**config.mk**
```make
export PLATFORM = sky130hd
export DESIGN_NAME = wire_bomb_ctrl
export DESIGN_NICKNAME = d
export VERILOG_FILES = /design/src/rtl/wire_bomb_pkg.sv /design/src/rtl/tick_gen.sv /design/src/rtl/wire_bomb_ctrl.sv
export SDC_FILE = /design/constraint.sdc
export NUM_CORES = 1
export LEC_CHECK = 0
export ABC_AREA = 1
export CELL_PAD_IN_SITES_DETAIL_PLACEMENT = 1
export CELL_PAD_IN_SITES_GLOBAL_PLACEMENT = 2
export CORE_ASPECT_RATIO = 0.75
export CORE_MARGIN = 4
export CORE_UTILIZATION = 33
export DETAILED_ROUTE_END_ITERATION = 12
export PLACE_DENSITY_LB_ADDON = 0.05
export SYNTH_ARGS = -nofsm -noshare
export SYNTH_HDL_FRONTEND = slang
export SYNTH_SLANG_ARGS = --single-unit
export TNS_END_PERCENT = 10
```
**constraint.sdc**
```tcl
create_clock -name CLK -period 2.8 [get_ports CLK]
set_input_delay 0.7 -clock CLK [delete_from_list [all_inputs] [get_ports CLK]]
set_output_delay 0.7 -clock CLK [all_outputs]
set_load 0.005 [all_outputs]
```
**src/rtl/wire_bomb_pkg.sv**
```systemverilog
// Shared types and constants for the wire-cutting puzzle controller.
package wire_bomb_pkg;

  typedef enum logic [1:0] {
    IDLE     = 2'd0,
    ARMED    = 2'd1,
    DEFUSED  = 2'd2,
    EXPLODED = 2'd3
  } state_t;

  localparam int SECONDS_W = 8;
  localparam int STRIKES_W = 2;
  localparam logic [2:0] DEFAULT_TARGET_MASK = 3'b101;

  function automatic logic [SECONDS_W-1:0] sat_sub(input logic [SECONDS_W-1:0] a,
                                                   input int unsigned d);
    if (32'(a) > d) return SECONDS_W'(32'(a) - d);
    return '0;
  endfunction

endpackage

```
**src/rtl/tick_gen.sv**
```systemverilog
// 1 Hz tick generator: down-counter that reloads on terminal count and
// pulses tick for one cycle on the wrap. clear overrides enable.
module tick_gen #(
  parameter int CLK_HZ = 100_000_000
) (
  input  logic CLK,
  input  logic RESET,
  input  logic clear,
  input  logic enable,
  output logic tick
);

  localparam int CNT_W = (CLK_HZ > 1) ? $clog2(CLK_HZ) : 1;
  localparam logic [CNT_W-1:0] LOAD = CNT_W'(CLK_HZ - 1);

  logic [CNT_W-1:0] cnt;

  always_ff @(posedge CLK) begin
    if (RESET || clear) cnt <= LOAD;
    else if (enable)    cnt <= (cnt == '0) ? LOAD : cnt - 1'b1;
  end

  assign tick = enable && (cnt == '0);

endmodule

```
**src/rtl/wire_bomb_ctrl.sv**
```systemverilog
// Wire-cutting bomb game controller. Optional feature: STRIKE_TIME_PENALTY_EN
// makes every strike also remove PENALTY_S seconds from the countdown.
//   state    | meaning
//   IDLE     | waiting for start with all wires intact
//   ARMED    | countdown running, watching for cuts
//   DEFUSED  | all target wires cut; outputs frozen until start
//   EXPLODED | timeout or too many strikes; frozen until start
module wire_bomb_ctrl
  import wire_bomb_pkg::*;
#(
  parameter int         CLK_HZ       = 100_000_000,
  parameter int         TIME_LIMIT_S = 60,
  parameter int         MAX_STRIKES  = 1,
  parameter logic [2:0] TARGET_MASK  = DEFAULT_TARGET_MASK,
  parameter int         PENALTY_S    = 10
) (
  input  logic                 CLK,
  input  logic                 RESET,
  input  logic                 start,
  input  logic [2:0]           wire_cut,
  output logic [1:0]           state,
  output logic [SECONDS_W-1:0] seconds_left,
  output logic [STRIKES_W-1:0] strikes,
  output logic                 strike_pulse,
  output logic                 led_defused,
  output logic                 led_exploded
);

  localparam logic [SECONDS_W-1:0] TL_LOAD  = SECONDS_W'(TIME_LIMIT_S);
  localparam logic [STRIKES_W-1:0] STRK_MAX = STRIKES_W'(MAX_STRIKES);

  state_t               st;
  logic [2:0]           cut_mask, mask_next;
  logic [STRIKES_W-1:0] strikes_inc;
  logic [SECONDS_W-1:0] secs_next;
  logic                 tick, clear, wrong, strike_out, defuse;
  int unsigned          dec;

  tick_gen #(.CLK_HZ(CLK_HZ)) u_tick (
    .CLK    (CLK),
    .RESET  (RESET),
    .clear  (clear),
    .enable (st == ARMED),
    .tick   (tick)
  );

  assign clear = start && ((st == IDLE && wire_cut == 3'b000) ||
                           st == DEFUSED || st == EXPLODED);

  always_comb begin
    mask_next   = cut_mask | wire_cut;
    wrong       = |(wire_cut & ~cut_mask & ~TARGET_MASK);
    strikes_inc = (strikes == '1) ? strikes : strikes + 1'b1;
    strike_out  = wrong && (strikes_inc >= STRK_MAX);
    defuse      = (mask_next & TARGET_MASK) == TARGET_MASK;
    dec         = tick ? 32'd1 : 32'd0;
`ifdef STRIKE_TIME_PENALTY_EN
    if (wrong) dec = dec + int unsigned'(PENALTY_S);
`endif
    secs_next   = sat_sub(seconds_left, dec);
  end

`ifndef STRIKE_TIME_PENALTY_EN
  logic unused_penalty;
  assign unused_penalty = ^PENALTY_S;
`endif

  always_ff @(posedge CLK) begin
    if (RESET) begin
      st           <= IDLE;
      seconds_left <= TL_LOAD;
      strikes      <= '0;
      strike_pulse <= 1'b0;
      led_defused  <= 1'b0;
      led_exploded <= 1'b0;
      cut_mask     <= '0;
    end else begin
      strike_pulse <= 1'b0;
      case (st)
        IDLE: begin
          if (start && wire_cut == 3'b000) begin
            st           <= ARMED;
            cut_mask     <= '0;
            strikes      <= '0;
            seconds_left <= TL_LOAD;
          end
        end
        ARMED: begin
          cut_mask     <= mask_next;
          strike_pulse <= wrong;
          if (wrong) strikes <= strikes_inc;
          // Higher-priority resolutions freeze the clock at its current value.
          if (strike_out) begin
            st           <= EXPLODED;
            led_exploded <= 1'b1;
          end else if (defuse) begin
            st          <= DEFUSED;
            led_defused <= 1'b1;
          end else begin
            seconds_left <= secs_next;
            if (secs_next == '0) begin
              st           <= EXPLODED;
              led_exploded <= 1'b1;
            end
          end
        end
        default: begin
          if (start) begin
            st           <= IDLE;
            seconds_left <= TL_LOAD;
            strikes      <= '0;
            cut_mask     <= '0;
            led_defused  <= 1'b0;
            led_exploded <= 1'b0;
          end
        end
      endcase
    end
  end

  assign state = st;

endmodule

```
# After elaboration in Yosys (flattened, before gate mapping)
# Index checks and enable logic that the tools add are counted.
[totals]
word_cells = 83
inputBits = 6
register_bits = 45
out_inout_bits = 15
[classes]
n_eq_ne = 13
magnitude_cmp = 2
n_reduce_logical = 21
addsub = 3
n_bitwise = 5
n_mux = 31
[op_table]
columns = ["cell", "n"]
rows = [
  ["$mux 8", 6],
  ["$logic_not 27->1", 1],
  ["$mux 27", 1],
  ["$sub 27x1->27 const B", 1],
  ["$mux 2", 8],
  ["$pmux 8 s2", 1],
  ["$reduce_and 4->1", 3],
  ["$eq 2x2->1 const B", 4],
  ["$gt 8x1->1", 1],
  ["$logic_not 8->1", 1],
  ["$mux 1", 8],
  ["$ne 2x2->1 const B", 4],
  ["$pmux 2 s2", 2],
  ["$sub 8x1->8", 1],
  ["$mux 3", 2],
  ["$ne 3x3->1 const B", 2],
  ["$pmux 3 s2", 1],
  ["$reduce_and 3->1", 2],
  ["$logic_and 1x1->1", 5],
  ["$ne 4x4->1 const B", 1],
  ["$pmux 1 s2", 2],
  ["$logic_not 3->1", 1],
  ["$logic_or 1x1->1", 3],
  ["$or 3x3->3", 1],
  ["12 further kinds", 13],
]

# Depth between registers and ports, before layout
# Gate-level depths: netlist (run 1).
[logic_depth]
depth_word = 11
mapped_depth = 18
mapped_depth_nobuf = 18

# Hierarchy
# Synthesis (run 1) repeated with hierarchy kept, for this count alone.
[unflattened]
hier_cells = 380
area_unflattened_um2 = 2533.7
[by_module_without_submodules]
columns = ["mod", "seq_area_each_um2", "area_per_inst_um2", "instances", "cells_each"]
rows = [
  ["tick_gen", 540.5, 1448.9, 1, 217],
  ["wire_bomb_ctrl", 360.3, 1084.8, 1, 163],
]

# Worst setup path after synthesis (run 1)
# OpenSTA, ideal clock, no wires.
[synth_path]
kind = "reg2reg"
start = "reg u_tick.cnt[0]"
end = "reg st[0] (netlist: state[0])"
stages_incl_launch_ff = 19
t_required_ns = 2.734
n_path_buf = 0
t_arrival_ns = 2.247
setup_slack_ns = 0.487
setup_time_ns = 0.066
synth_period_minus_slack_ns = 2.313
cell_sequence = "dfxtp_1 -> inv_1 -> ha_1 -> inv_1 -> nor4_2 -> nand4_1 -> inv_1 -> ha_1 -> ha_1 -> a21oi_1 -> inv_1 -> nand2_4 -> o21ai_2 -> nand2_1 -> nor2_1 -> nand2_1 -> nand2_1 -> nand2_1 -> a21oi_2"
[synth_via]
elab_chain_len = 9
word_cells_on_any_way = 11
cone_classes = "add/sub (1); order compare (1); eq/ne (1); mux (4); reduce/logical (4)"
[synth_lines]
columns = ["item", "line_no", "source"]
rows = [
  ["start, declared", "tick_gen.sv:16", "logic [CNT_W-1:0] cnt;"],
  ["start signal, assigned", "tick_gen.sv:20", "else if (enable) cnt <= (cnt == '0) ? LOAD : cnt - 1'b1;"],
  ["$logic_not 27->1 (*)", "tick_gen.sv:23", "assign tick = enable && (cnt == '0);"],
  ["$logic_and 1x1->1 (*)", "tick_gen.sv:23", ""],
  ["$mux 1 (*)", "wire_bomb_ctrl.sv:56", "dec = tick ? 32'd1 : 32'd0;"],
  ["$sub 8x1->8 / $gt 8x1->1 (equally long branches)", "wire_bomb_pkg.sv:17", "if (32'(a) > d) return SECONDS_W'(32'(a) - d);"],
  ["$mux 8 / $mux 1 (equally long branches)", "wire_bomb_pkg.sv:17", ""],
  ["$mux 8 (*)", "wire_bomb_pkg.sv:18", "return '0;"],
  ["$logic_not 8->1 (*)", "wire_bomb_ctrl.sv:101", "if (secs_next == '0) begin"],
  ["$ne 4x4->1 (no line) (*)", "n/a", ""],
  ["$reduce_and 3->1 (no line) (*)", "n/a", ""],
  ["end signal, assigned", "wire_bomb_ctrl.sv:97", "st <= DEFUSED;"],
  ["end signal, assigned", "wire_bomb_ctrl.sv:102", "st <= EXPLODED;"],
  ["end signal, assigned", "wire_bomb_ctrl.sv:109", "st <= IDLE;"],
  ["end, declared", "wire_bomb_ctrl.sv:32", "state_t st;"],
]
# Every way passes the cells marked *; elsewhere a longest branch is shown, timed or not. The select of a mux whose other input is x is not followed.
# A chain may end at the register's enable or synchronous reset.

# Final worst setup path (run 1)
# Ends and elaborated chain as after synthesis.

==> flow_metrics.tcl, run 1 <==
set metrics [dict create \
    root_buffer "clkbuf_8" \
    routedWlPerCell_um 14.4 \
    area_growth_pct 18.1 \
    syn-mean-instance-area_um2 7.14 \
    drive_gt1_frac 0.151 \
    dpl_cell_area_um2 2850 \
    rows 27 \
    port_buffers 20 \
    routed_wl_um 6960 \
    skew_ns 0.00625 \
    cts.path.max_buffers 2 \
    max_freq_ghz 0.409 \
    stdcell_count 484 \
    core-area_um2 7400 \
    status "complete, no violations" \
    power.share.combinational 0.280 \
    finalWeightedCongestion 0.891 \
    cts_buffers 5 \
    ys_ff_latch 45 \
    switching_share 0.345 \
    max_slew_margin 0.735 \
    critPathMaxFanout 8 \
    synthFlopType "dfxtp_1" \
    syn_nets 364 \
    p_int_w 0.00117 \
    cp-end-kind "flop" \
    seqPwrFrac 0.425 \
    grt_pass1_wl_um 11800 \
    yosysTopAreaCellShare 0.357 \
    maxCapViolations 0 \
    start_kind "flop" \
    grt_max_degree 15 \
    rsz0062_at_grt "false" \
    die_x_um 109 \
    synth_cell_types 37 \
    clkPwrFrac 0.294 \
    crit_family "simple AND/OR/NAND/NOR gates" \
    diodes 0 \
    crit_type "flop to flop" \
    finalNetCount 392 \
    stdcell_area_um2 2980 \
    netlist_area_um2 2530 \
    viasPerCell 4.72 \
    die-area_um2 9130 \
    ir_drop_uv 251 \
    drt_iter0_markers 49 \
    drc 0 \
    grt_usage 0.164 \
    fin_crit_ns 2.44 \
    hold_ws_ns 0.487 \
    critPathArrivalTime_ns 2.69 \
    initial_utilization 0.341 \
    holdCritPathClass "flop to flop" \
    crit_required_ns 3.04 \
    path_buf_inv 4 \
    synth_top_cells_by_area "dfxtp_1 36%, nand2_1 10%, nor2_1 8.0%, inv_1 6.1%, nand3_1 4.8%" \
    cts_hold_buf 0 \
    grt.overflow.total 0 \
    io_pins 21 \
    switchingPower_w 0.000617 \
    finalSetupViolCount 0 \
    fin_crit_sh 0.873 \
    fp.dieH_um 83.8 \
    clk_pin_slew_ns 0.09 \
    static-leakage-power_nw 1.16 \
    cp_cell_sequence "inv_2 -> ha_1 -> inv_1 -> nor4_2 -> nand4_1 -> inv_1 -> ha_2 -> ha_4 -> a21oi_1 -> inv_1 -> nand2_4 -> o21ai_2 -> nand2_1 -> nor2_1 -> nand2_1 -> nand2_1 -> nand2_1 -> a21oi_2" \
    synthesis.instances 354 \
    dpl.hpwl_um 5580 \
    synth.largest_area_cell "dfxtp_1" \
    grt_pass1_vias 2289 \
    yosysWarnings 0 \
    synthArstFlopShare 0 \
    drt_first_pass_iters 4 \
    tns_ns 0 \
    synth-edff-count 0 \
    power_density_nw_per_um2 599 \
    synth-seq-area-share 0.357 \
    cts_sinks 45 \
    clk_latency_ns 0.30 \
    crit_top_cell "nand2_1" \
    tightest_slew_ns 0.395 \
    cp_slowest_cell "dfxtp_1" \
    slew_violations 0 \
    cpPeakStageDelay_ns 0.34 \
    n_fill_cell 942 \
    htreeDepth 2 \
    final_hold_viol_count 0 \
    antenna_found_initial 0 \
    vias 2285 \
    layout_common_cells "68 x nand2_1, 54 x nor2_1, 45 x dfxtp_1, 40 x inv_1, 24 x nand3_1" \
    placedCellCount 476 \
    mostFrequentLayoutCell "nand2_1" \
    drt.antenna.violating_nets 0 \
    cts_tree "yes" \
]
[final timing paths]
| kind | start | slack, ns | depth (start not counted) | endpoint |
|---|---|---|---|---|
| hold reg to reg | seconds_left[0] | 0.49 | 2 | seconds_left[0] |
| hold / removal | seconds_left[0] | 0.49 | 2 | seconds_left[0] |
| setup reg to reg | u_tick.cnt[0] | 0.36 | 18 | state[0] |
| setup / recovery | u_tick.cnt[0] | 0.36 | 18 | state[0] |
[kinds of logic (layout without fill, tap and decap cells)]
group / Yosys count / after routing / share of synthesized area
compound gates: 50 / 50 / 0.107
xor+xnor: 6 / 6 / 0.0208
fa+ha+maj: 4 / 4 / 0.0198
buf+inv: 50 / 79 / 0.0832
flops: 45 / 45 / 0.357
simple gates: 199 / 199 / 0.413
[flip-flops by register name (all words and copies together) (netlist names)]
signal,count
strike_pulse,1
led_defused,1
cut_mask,3
seconds_left,8
state,2
led_exploded,1
u_tick.cnt,27
strikes,2
[cell usage after synthesis (all sizes together), types with 2 or more instances]
cell type,instances
nand4,9
dfxtp,45
nand2,72
inv,46
xor2,6
ha,4
buf,3
o21ai,22
nor2,70
nor4,2
nor3,8
or2,2
nand3b,2
nand3,31
a21oi,24
[power groups by stage]
| stage | clock network (W) | registers (W) | logic (W) |
|---|---|---|---|
| 2_1_floorplan | 0 | 0.000764 | 0.000336 |
| 3_3_place_gp | 0 | 0.000775 | 0.000507 |
| 3_5_place_dp | 0 | 0.000774 | 0.000509 |
| 4_1_cts | 0.000547 | 0.000760 | 0.000512 |
| 5_1_grt | 0.000579 | 0.000771 | 0.000561 |
| 6_report | 0.000526 | 0.000760 | 0.000501 |
[layer usage]
metal / vias up / track usage / routed length (um)
li1: 1200 / - / -
met1: 1059 / 0.260 / 4050
met2: 22 / 0.222 / 2670
met3: 4 / 0.0309 / 181
met4: 0 / 0.0413 / 53
met5: - / 0 / 0
[per-stage QoR]
step / util / setup slack (ns) / total power, W
finish: 0.403 / 0.355 / 0.00179
CTS: 0.401 / 0.0961 / 0.00182
global route: 0.403 / 0.0196 / 0.00191
detailed placement: 0.386 / 0.115 / 0.00128
floorplan: - / 0.487 / 0.00110
global placement: 0.386 / 0.180 / 0.00128
[worst min-delay path: stages (launching register included)]
cell,delay (ns)
dfxtp_1,0.33
nand2_1,0.07
a21oi_1,0.05
[layout make-up]
| cell class | instances | area (um^2) | area share |
|---|---|---|---|
| flip-flops and latches | 45 | 901 | 0.302 |
| repair buffers | 25 | 238 | 0.0797 |
| clock buffers | 7 | 86.3 | 0.0289 |
| well taps | 101 | 126 | 0.0423 |
| inverters | 46 | 173 | 0.0579 |
| multi-input cells | 259 | 1430 | 0.479 |
| clock inverters | 1 | 30.0 | 0.0101 |
[what timing repair did]
item	CTS	global route
buffers inserted	0	0
setup endpoints to repair	0	5
resized for setup	0	4
Note: power is estimated with default switching activity, not from simulation.
==> run 2: changes to the inputs <==
- CTS_BUF_LIST: unset -> sky130_fd_sc_hd__clkbuf_16
- MAX_ROUTING_LAYER: unset -> met4
==> flow_metrics.tcl, run 2 (synthesized netlist as in run 1, its figures left out) <==
set metrics [dict create \
    area_growth_pct 20.0 \
    drive_gt1_frac 0.149 \
    drt.antenna.violating_nets 0 \
    fp.dieH_um 83.8 \
    seqPwrFrac 0.394 \
    antenna_found_initial 0 \
    reg.largest.list "u_tick.cnt x27, seconds_left x8, cut_mask x3" \
    slew_violations 0 \
    crit_type "flop to flop" \
    htreeDepth 2 \
    dpl.hpwl_um 5580 \
    diodes 0 \
    layout_common_cells "68 x nand2_1, 54 x nor2_1, 45 x dfxtp_1, 41 x inv_1, 24 x nand3_1" \
    p_int_w 0.00129 \
    crit_end "state[0]" \
    clk_pin_slew_ns 0.06 \
    critPathArrivalTime_ns 2.67 \
    grt_max_degree 15 \
    mostFrequentLayoutCell "nand2_1" \
    final_hold_viol_count 0 \
    die-area_um2 9130 \
    max_freq_ghz 0.408 \
    power_density_nw_per_um2 638 \
    skew_ns 0.00472 \
    largest_reg_flops 27 \
    maxCapViolations 0 \
    fin_crit_sh 0.875 \
    tightest_slew_ns 0.395 \
    r2r_start "u_tick.cnt[0]" \
    grt_pass1_wl_um 11800 \
    start_kind "flop" \
    die_x_um 109 \
    cts_tree "yes" \
    holdCritPathClass "flop to flop" \
    finalSetupViolCount 0 \
    startpoint "u_tick.cnt[0]" \
    grt.overflow.total 0 \
    grt_usage 0.168 \
    vias 2291 \
    hold_ws_ns 0.483 \
    power.share.combinational 0.261 \
    drt_iter0_markers 47 \
    stdcell_area_um2 3030 \
    grt_pass1_vias 2298 \
    max_slew_margin 0.736 \
    cts_sinks 45 \
    core-area_um2 7400 \
    worstReg2RegEnd "state[0]" \
    clk_latency_ns 0.29 \
    finalWeightedCongestion 0.906 \
    routedWlPerCell_um 14.4 \
    rows 27 \
    dpl_cell_area_um2 2850 \
    setup_ws_ns 0.350 \
    crit_required_ns 3.02 \
    status "complete, no violations" \
    cts_hold_buf 0 \
    post_cts_buffers 0 \
    cts_buffers 5 \
    routed_wl_um 6980 \
    io_pins 21 \
    cts.path.max_buffers 2 \
    top_register "u_tick.cnt" \
    drc 0 \
    tns_ns 0 \
    critPathMaxFanout 8 \
    switchingPower_w 0.000639 \
    rr_worst_depth 18 \
    switching_share 0.330 \
    port_buffers 20 \
    rsz0062_at_grt "false" \
    static-leakage-power_nw 1.19 \
    ir_drop_uv 313 \
    place_ws_ns 0.115 \
    drt_first_pass_iters 4 \
    root_buffer "clkbuf_16" \
    rrSetupSlack_ns 0.35 \
    initial_utilization 0.341 \
    cts_resized 0 \
    cp-end-kind "flop" \
    viasPerCell 4.73 \
    clkPwrFrac 0.346 \
    finalNetCount 392 \
    fin_crit_ns 2.45 \
]
==> run 2: changes by cell type in the layout (fill, tap and decap cells not counted) <==
| cell | before | now |
|---|---|---|
| clkbuf_16 | 0 | 5 |
| inv_1 | 40 | 41 |
| clkbuf_1 | 1 | 0 |
| clkinv_1 | 0 | 1 |
| clkbuf_8 | 6 | 0 |
==> run 2: per-stage QoR <==
step	cells	power, W	utilization
3_3_place_gp	476	0.00128	0.386
2_1_floorplan	354	0.00110	-
4_1_cts	484	0.00196	0.408
3_5_place_dp	476	0.00128	0.386
6_report	484	0.00193	0.410
5_1_grt	484	0.00204	0.410
==> run 2: critical path, cell delays in order (launching register included) <==
cell     delay (ns)
dfxtp_1        0.33
inv_2          0.12
ha_1           0.16
inv_1          0.05
nor4_2         0.23
nand4_1        0.15
inv_1          0.09
ha_2           0.23
ha_4           0.17
a21oi_1        0.06
inv_1          0.10
nand2_4        0.09
o21ai_2        0.08
nand2_1        0.07
nor2_1         0.14
nand2_1        0.07
nand2_1        0.08
nand2_1        0.06
a21oi_2        0.10
==> run 2: area by class of cell <==
cell class | instances | area, um^2
Timing Repair Buffer | 25 | 238
Inverter | 46 | 173
Clock inverter | 3 | 37.5
Tap cell | 101 | 126
Fill cell | 939 | 4370
Clock buffer | 5 | 125
Multi-Input combinational cell | 259 | 1430
Sequential cell | 45 | 901
==> run 2: layer usage <==
| metal | part of all wire | GRT usage |
|---|---|---|
| met5 | 0 | - |
| met4 | 0.0069 | 0.0378 |
| met3 | 0.030 | 0.0325 |
| met2 | 0.38 | 0.222 |
| met1 | 0.58 | 0.259 |
==> run 2: how the worst min path moves through the flow <==
stage                                from              end  cells past startpoint
after detailed placement      cut_mask[1]      cut_mask[1]                      2
after global placement        cut_mask[1]      cut_mask[1]                      2
after CTS                 seconds_left[0]  seconds_left[0]                      2
after floorplan               cut_mask[1]      cut_mask[1]                      2
final                     seconds_left[0]  seconds_left[0]                      2
after global routing          cut_mask[1]      cut_mask[1]                      2
==> run 2: power groups by stage <==
stage | registers [W] | clock network (W) | logic (W)
after CTS | 0.000761 | 0.000688 | 0.000512
final | 0.000761 | 0.000668 | 0.000504
after detailed placement | 0.000774 | 0 | 0.000509
after global routing | 0.000771 | 0.000713 | 0.000561
after floorplan | 0.000764 | 0 | 0.000336
after global placement | 0.000775 | 0 | 0.000507
==> run 3: changes to the inputs <==
- SLEW_MARGIN: unset -> 10
==> results of run 3 <==
The final DEF is identical to that of run 2; final timing and power are the same.
